File: config.mk
export PLATFORM = sky130hd
export DESIGN_NAME = power_accum_ctrl
export DESIGN_NICKNAME = d
export VERILOG_FILES = /design/src/rtl/power_accum_ctrl.sv
export SDC_FILE = /design/constraint.sdc
export NUM_CORES = 1
export LEC_CHECK = 0
export CORE_MARGIN = 8
export CORE_UTILIZATION = 48
export CTS_CLUSTER_SIZE = 8
export DETAILED_ROUTE_END_ITERATION = 7
export GPL_ROUTABILITY_DRIVEN = 0
export PLACE_DENSITY = 0.77
export REMOVE_ABC_BUFFERS = 1
export SLEW_MARGIN = 40
export SYNTH_ARGS = -nofsm -noshare
export SYNTH_HDL_FRONTEND = slang
export SYNTH_SLANG_ARGS = --single-unit
File: constraint.sdc
create_clock -name clk -period 2.9 [get_ports clk]
set_input_delay 0.87 -clock clk [delete_from_list [all_inputs] [get_ports clk]]
set_output_delay 0.87 -clock clk [all_outputs]
set_load 0.02 [all_outputs]
File: src/rtl/power_accum_ctrl.sv
// Sequencer for the shift-add multiplier: launches one multiply per voltage/current
// sample pair, accumulates the products with saturation and publishes windowed energy.
module power_accum_ctrl #(
    parameter int P_W     = 64,
    parameter int ACC_W   = 80,
    parameter int WINDOW  = 1000,
    parameter int TIMEOUT = 255
) (
    input  logic             clk,
    input  logic             rst,
    input  logic             smp_valid,
    output logic             smp_ready,
    input  logic [31:0]      smp_v,
    input  logic [31:0]      smp_i,
    output logic [31:0]      mult_a,
    output logic [31:0]      mult_b,
    output logic             mult_init,
    input  logic             mult_done,
    input  logic [P_W-1:0]   mult_pp,
    output logic [ACC_W-1:0] energy,
    output logic             energy_valid,
    output logic             overflow,
    output logic             timeout_err,
    output logic             busy
);

    // Counters only ever hold 0..N-1; the terminal value is detected one step early.
    localparam int CNT_W = (WINDOW > 1) ? $clog2(WINDOW) : 1;
    localparam int TMO_W = (TIMEOUT > 1) ? $clog2(TIMEOUT) : 1;
    localparam int SUM_W = ACC_W + 1;

    typedef enum logic [2:0] {
        S_IDLE,
        S_LAUNCH,
        S_WAIT,
        S_ACCUM,
        S_REL
    } state_t;

    state_t             state;
    state_t             state_nxt;
    logic               done_q;
    logic [TMO_W-1:0]   wait_cnt;
    logic [P_W-1:0]     product;
    logic [ACC_W-1:0]   acc;
    logic [CNT_W-1:0]   smp_cnt;

    logic               xfer;
    logic               done_rise;
    logic               tmo_hit;
    logic               win_end;
    logic [SUM_W-1:0]   sum;
    logic [ACC_W-1:0]   acc_res;

    assign smp_ready = (state == S_IDLE) && !mult_done;
    assign xfer      = smp_valid && smp_ready;
    assign done_rise = mult_done && !done_q;
    assign tmo_hit   = (wait_cnt == TMO_W'(TIMEOUT - 1));
    assign win_end   = (smp_cnt == CNT_W'(WINDOW - 1));
    assign mult_init = (state == S_LAUNCH);
    assign busy      = (state != S_IDLE);

    // The extra top bit is the carry that signals saturation.
    assign sum     = {1'b0, acc} + SUM_W'(product);
    assign acc_res = sum[ACC_W] ? '1 : sum[ACC_W-1:0];

    always_ff @(posedge clk) begin
        if (rst) state <= S_IDLE;
        else     state <= state_nxt;
    end

    always_comb begin
        // NOTE: default assigned first so every path drives state_nxt; no latch is inferred.
        state_nxt = state;
        case (state)
            S_IDLE:   if (xfer) state_nxt = S_LAUNCH;
            S_LAUNCH: state_nxt = S_WAIT;
            S_WAIT: begin
                if (done_rise)    state_nxt = S_ACCUM;
                else if (tmo_hit) state_nxt = S_REL;
            end
            S_ACCUM:  state_nxt = S_REL;
            S_REL:    if (!mult_done) state_nxt = S_IDLE;
            default:  state_nxt = S_IDLE;
        endcase
    end

    always_ff @(posedge clk) begin
        if (rst) begin
            mult_a       <= '0;
            mult_b       <= '0;
            done_q       <= 1'b0;
            wait_cnt     <= '0;
            product      <= '0;
            acc          <= '0;
            smp_cnt      <= '0;
            energy       <= '0;
            energy_valid <= 1'b0;
            overflow     <= 1'b0;
            timeout_err  <= 1'b0;
        end else begin
            // NOTE: non-blocking throughout, so every read here sees the pre-edge value.
            done_q       <= mult_done;
            energy_valid <= 1'b0;
            // Overflow stays visible alongside the energy pulse, then clears for the new window.
            if (energy_valid) overflow <= 1'b0;
            case (state)
                S_IDLE: begin
                    if (xfer) begin
                        mult_a <= smp_v;
                        mult_b <= smp_i;
                    end
                end
                S_LAUNCH: wait_cnt <= '0;
                S_WAIT: begin
                    wait_cnt <= wait_cnt + TMO_W'(1);
                    if (done_rise)    product     <= mult_pp;
                    else if (tmo_hit) timeout_err <= 1'b1;
                end
                S_ACCUM: begin
                    if (sum[ACC_W]) overflow <= 1'b1;
                    if (win_end) begin
                        energy       <= acc_res;
                        energy_valid <= 1'b1;
                        acc          <= '0;
                        smp_cnt      <= '0;
                    end else begin
                        acc     <= acc_res;
                        smp_cnt <= smp_cnt + CNT_W'(1);
                    end
                end
                default: ;
            endcase
        end
    end

endmodule

==> results of run 1 <==
==> repair_timing <==
action                     CTS  global route
pin swaps                   54            61
setup endpoints to repair  163           161
cloned                       1             8
setup buffers                3            15
gates resized for setup    106           198
==> cell usage in the layout (no fill, tap or decap), types with 16 or more instances in the layout <==
master / n
a211oi_2: 21
a21o_1: 51
a21oi_1: 274
a21oi_2: 20
a22oi_2: 21
buf_12: 17
buf_4: 208
clkbuf_16: 52
clkdlybuf4s50_1: 278
dfxtp_1: 298
ha_1: 54
inv_1: 28
nand2_1: 404
nand2_2: 22
nand3_1: 24
nand4_1: 29
nor2_1: 123
nor2_4: 17
nor3_1: 16
o21ai_0: 45
o21ai_2: 16
xnor2_1: 31
xor2_1: 36
==> worst max-delay path: cells and delay by family, from the launching register on <==
family | cells | cell delay (ns)
DFF | 1 | 0.32
buffers and inverters | 4 | 0.68
and+or+nand+nor | 2 | 0.37
adders and majority gates | 1 | 0.38
AOI/OAI and AO/OA | 8 | 1.64
==> logic make-up (layout without fill, tap and decap cells) <==
family / Yosys count / after routing / share of synthesized area
compound gates: 591 / 592 / 0.243
mux: 2 / 2 / 0.00130
xor+xnor: 78 / 78 / 0.0442
flops: 313 / 313 / 0.405
simple gates: 755 / 756 / 0.210
buf+inv: 152 / 601 / 0.0403
fa+ha+maj: 68 / 68 / 0.0555
==> cell usage after synthesis (14+ instances only) <==
cell type and instances:
nand2_1 441, dfxtp_1 313, a21oi_1 293, nor2_1 144, clkbuf_1 103, o21ai_0 73, ha_1 67, a21o_1 51
xor2_1 44, xnor2_1 34, nand3_1 33, nand4_1 29, a22oi_1 28, inv_1 28, nor3_1 21, a211oi_1 18
o21bai_1 16, and3_1 15, a22o_1 14
==> final cells by class <==
type,count,area [um2]
clock buffer,50,1200
clock inverter,2,13.8
fill,2261,8740
inverter,28,105
multi-input combinational,1496,9820
sequential,313,6280
tap,402,503
timing repair buffer,521,4970
==> routing by layer <==
layer / part of all wire / vias up / routed length (um)
met1: 0.39 / 7839 / 21900
met3: 0.072 / 195 / 4050
met5: 0 / - / 0
li1: - / 7697 / -
met4: 0.042 / 0 / 2350
met2: 0.50 / 738 / 27800
==> power by group through the flow <==
stage	Clock (W)	Sequential [W]	Combinational, W
finish	0.00469	0.00451	0.00126
global route	0.00494	0.00452	0.00135
CTS	0.00473	0.00451	0.00121
detailed placement	0	0.00459	0.00119
global placement	0	0.00458	0.00117
floorplan	0	0.00466	0.000448
==> worst paths after layout <==
path / from / end / slack (ns)
min: energy[26] / energy[26] / 0.45
min reg2reg: energy[26] / energy[26] / 0.45
max reg2reg: acc[8] / energy[56] / -0.58
max: acc[8] / energy[56] / -0.58
==> flip-flops by register name, summed over array words and instances, names as in the netlist, 3 cells and up <==
name      flops
mult_a       32
acc          80
smp_cnt      10
wait_cnt      8
product      64
state         3
energy       80
mult_b       32
==> metrics by stage <==
stage	power (W)	setup TNS, ns	worst slack [ns]
final	0.0105	-56.69	-0.581
after global routing	0.0108	-72.00	-0.672
after CTS	0.0104	-45.54	-0.385
after detailed placement	0.00578	-58.29	-0.492
after global placement	0.00575	-53.53	-0.449
after floorplan	0.00511	-193.87	-1.23
==> reports/results.ini, run 1 <==
[clock_network]
cts-root-buf=clkbuf_16
clk_pin_slew_ns=0.06
cts_sinks=313
cts_htree_levels=2
ctsLongestPathBuffers=3
cts_tree=built
clk_latency_ns=0.54
cts_hold_buf=0
cts_buffers=45

[grt]
top_usage_layer=met2
grtUsageTotal=0.253
gr-usage-met3=0.0457
use_met2=0.441
grt_util_met1=0.305
gr-total-overflow=0
antenna_found_initial=0
grt_pass1_vias=15900
grt_max_degree=143
grt_pass1_wl_mm=81.1

[sta]
clock-skew-final_ns=0.0308
rsz0062_at_grt=yes
tightestPinTransition_ns=0.822
drv_slew=0
fin_crit_sh=1.20
setup_ws_ns=-0.581
min_period_ns=3.48
hold_viol=0
finalSetupViolCount=161
holdWs_ns=0.451
fmax_mhz=287
relSlewSlack=0.452

[power_and_ir_drop]
pwr-share-comb=0.121
power.internal_w=0.00784
net-switching-power_w=0.00262
p_sw_frac=0.251
p_leak_nw=9.01
p_seq_frac=0.431
powerDensity_nw_per_um2=457
worst_ir_drop_vdd_mv=0.380
clkPwrFrac=0.448

[outcome]
status=finished, violations left
violations=negative setup slack

[placed_design]
port_buffers=281
placed_cell_area_um2=20100
dp.cells=2733
dp_hpwl_mm=36.0

[worst_setup_path]
arrival_ns=3.93
r2r_cells=15
worst-endpoint-required_ns=3.35
path_max_fanout=6
critPathKind=reg2reg
cp-start-kind=register
crit_path_cell_trace=ha_2, nand2_1, o21ai_2, nor3b_1, buf_4, o31a_1, o311ai_4, o211a_4, buf_4, o31ai_4, buf_6, buf_12, a21oi_2, a211o_1, a211oi_2
critPathMaxStageDelay_ns=0.38
crit_path_end_kind=register
path_common_cell=buf_4
crit_slowest_cell=ha_2

[routing]
drtIter0Drc=1764
vias=16500
ant_nets=0
dr.pass1.iters=8
wirelength_mm=56.1
vias_per_cell=5.86
drc=0
wl_per_cell_um=20.0

[finish]
final_cell_area_um2=22900
diodes=0
fin_util=0.724
finalNetCount=2605
layout-drive-gt1-share=0.224
final_cells=2812
syn2layout_area_growth_pct=48.1

[yosys]
ys_types=76
yosysWarnings=0
synthArstFlopShare=0
syn_inst=1959
synth_edf_count=0
ys.flop_type=dfxtp_1
seq_area_frac_synth=0.405
synth_area_leaders=dfxtp_1 41%, nand2_1 11%, a21oi_1 9.5%
synth.avg_cell_area_um2=7.89
ys_seq_elements=313
synthesis.area_um2=15500
synth_area_leader_cell=dfxtp_1
synth.top_cell.area_share=0.405

[die]
die_y_um=195
die-area_um2=38200
die_w_um=195
num_rows=65
core-area_um2=31600
initial_core_util=0.489
pin_count=282

[worst_hold_path]
holdPathStages=2
hp-class=reg2reg

[job]
cap_violations=0

No activity file was read; power rests on OpenSTA's default activity.
==> inputs of run 2 (changes only) <==
--- a/config.mk
+++ b/config.mk
@@ -6,11 +6,12 @@
 export NUM_CORES = 1
 export LEC_CHECK = 0
 export CORE_MARGIN = 8
-export CORE_UTILIZATION = 48
+export CORE_UTILIZATION = 49
+export CTS_BUF_LIST = sky130_fd_sc_hd__clkbuf_8
 export CTS_CLUSTER_SIZE = 8
 export DETAILED_ROUTE_END_ITERATION = 7
 export GPL_ROUTABILITY_DRIVEN = 0
-export PLACE_DENSITY = 0.77
+export PLACE_DENSITY = 0.78
 export REMOVE_ABC_BUFFERS = 1
 export SLEW_MARGIN = 40
 export SYNTH_ARGS = -nofsm -noshare
==> run 2 against run 1 <==
  * The run ends with design-rule violations, negative setup slack left
  * Critical path type unchanged
  * Worst hold slack got worse by 0.0016 ns
  * Combinational power hardly changed
  * Largest power group is now sequential cells
  * Non-clock buffer count decreased by 15
  * Sequential power is essentially flat
  * Clock-buffer cell count grew 18
  * Global-route usage is 0.63 points higher
  * Sequential cell count unchanged
  * Register-to-register slack improved by 0.14 ns
  * Worst setup slack better by 0.14 ns
  * Wire length fell by 5.2%
==> reports/results.ini, run 2 (same netlist as run 1, synthesis figures left out) <==
[power_and_ir_drop]
powerDensity_nw_per_um2=443  ; -3.0%
worst_ir_drop_vdd_mv=0.331  ; -13%
p_leak_nw=8.79  ; -2.4%
total_power_w=0.00999  ; -4.5%

[worst_setup_path]
arrival_ns=3.79  ; -0.14 ns
crit_path_end_kind=register
path_max_fanout=5  ; -1
crit_path_cell_trace=ha_4, fa_2, a21o_1, a221oi_4, nor4_4, o31a_1, o311ai_4, o211a_4, o21ai_4, nand4_4, buf_6, buf_16, a21oi_2, a21oi_1, nor2_1
cp-start-kind=register
r2r_slack_ns=-0.44  ; +0.14 ns
path_buf_inv=2  ; -2
critPathKind=reg2reg
worst-endpoint-required_ns=3.34  ; about the same
critPathMaxStageDelay_ns=0.34  ; -0.04 ns
crit_slowest_cell=dfxtp_2
cp_top_family=compound AO/OA/AOI/OAI gates

[sta]
setup_ws_ns=-0.444  ; +0.138 ns
fmax_mhz=299  ; +4.1%
finalSetupViolCount=161  ; unchanged
min_period_ns=3.34  ; -0.138 ns
drv_slew=0  ; unchanged
rsz0062_at_grt=yes
setup_tns_ns=-48.81  ; +7.88 ns
tightestPinTransition_ns=0.765  ; -0.0569 ns
fin_crit_sh=1.15  ; -0.0475
relSlewSlack=0.488  ; +0.0360
hold_viol=0  ; unchanged
clock-skew-final_ns=0.0352  ; +0.00436 ns

[clock_network]
cts_buffers=53  ; +18%
cts_sinks=313  ; unchanged
cts_hold_buf=0  ; unchanged
ctsLongestPathBuffers=3  ; unchanged
cts_tree=built
clk_pin_slew_ns=0.06  ; about the same
cts_htree_levels=2  ; unchanged
cts-root-buf=clkbuf_8
clk_latency_ns=0.60  ; +0.06 ns

[job]
cap_violations=0  ; unchanged

[finish]
mostFrequentLayoutCells=398 x nand2_1, 307 x dfxtp_1, 278 x clkdlybuf4s50_1, 267 x a21oi_1, 195 x buf_4
largest_registers=acc (80), energy (80), product (64)
layout-drive-gt1-share=0.225  ; +0.000940
diodes=0  ; unchanged
finalNetCount=2597  ; -0.31%
syn2layout_area_growth_pct=45.8
final_common_cell=nand2_1

[grt]
grt_pass1_wl_mm=82.0  ; +1.0%
grt_pass1_vias=16000  ; +0.44%
grt_max_degree=145  ; +1.4%
grtUsageTotal=0.259  ; +0.00630
antenna_found_initial=0  ; unchanged
gr-total-overflow=0  ; unchanged

[placed_design]
dp_hpwl_mm=35.5  ; -1.5%
port_buffers=281  ; unchanged

[routing]
drtIter0Drc=1401  ; -21%
wirelength_mm=53.2  ; -5.2%
dr.pass1.iters=8  ; unchanged
vias_per_cell=5.75  ; -1.8%
wl_per_cell_um=18.8  ; -5.9%
vias=16300  ; -1.1%
ant_nets=0  ; unchanged
drc=1  ; +1

[worst_hold_path]
hp-class=reg2reg

[die]
die_y_um=194  ; -0.94%
die-area_um2=37500  ; -1.9%
core-area_um2=31300  ; -1.0%
num_rows=65  ; unchanged
pin_count=282  ; unchanged
initial_core_util=0.494  ; +0.00508
die_w_um=194  ; -0.94%

[outcome]
status=finished, violations left
violations=design-rule violations, negative setup slack

[run 2: repair_timing]
item	CTS	global route
gates cloned	6	1
setup buffers	17	7
gates resized for setup	134	172
pin swaps	42	56
setup endpoints to repair	163	163
[run 2: final timing paths]
path / start / endpoint / depth (start not counted)
worst max register to register: product[0] / energy[58] / 15
worst max-delay path: product[0] / energy[58] / 15
worst min register to register: energy[3] / energy[3] / 2
worst min-delay path: energy[3] / energy[3] / 2
[run 2: worst register-to-register path, delay by kind of cell (launching register included)]
| kind | cells | cell delay, ns |
|---|---|---|
| AOI/OAI and AO/OA | 8 | 1.79 |
| adders and majority gates | 2 | 0.50 |
| buffers and inverters | 2 | 0.30 |
| DFF | 1 | 0.34 |
| and+or+nand+nor | 3 | 0.29 |
[run 2: layer usage]
| layer | routed length (um) | GRT usage | up-vias |
|---|---|---|---|
| li1 | - | - | 7721 |
| met2 | 26300 | 0.453 | 684 |
| met4 | 1960 | 0.0964 | 0 |
| met3 | 3610 | 0.0529 | 160 |
| met5 | 0 | 0 | - |
| met1 | 21400 | 0.310 | 7723 |
[run 2: where the power goes]
part / internal, W / total (W) / switching (W)
clock network: 0.00244 / 0.00425 / 0.00181
logic: 0.000536 / 0.00123 / 0.000697
registers: 0.00442 / 0.00451 / 0.0000842
total: 0.00740 / 0.00999 / 0.00259
[run 2: area by class of cell]
class | instances | area, um2
clock inverter | 21 | 198
sequential | 313 | 6280
tap | 402 | 503
multi-input combinational | 1495 | 9710
fill | 2229 | 8770
inverter | 28 | 105
clock buffer | 68 | 936
timing repair buffer | 506 | 4810
[run 2: stage by stage]
| stage | cell area (um2) | util | worst slack, ns | hold slack [ns] | instances |
|---|---|---|---|---|---|
| after CTS | 21800 | 0.695 | -0.491 | 0.453 | 2828 |
| after global routing | 22500 | 0.720 | -0.564 | 0.469 | 2833 |
| after detailed placement | 19900 | 0.637 | -0.508 | 0.445 | 2718 |
| after global placement | 19900 | 0.637 | -0.412 | 0.438 | 2718 |
| after floorplan | 14900 | - | -1.23 | 0.429 | 1835 |
| final | 22500 | 0.720 | -0.444 | 0.449 | 2833 |
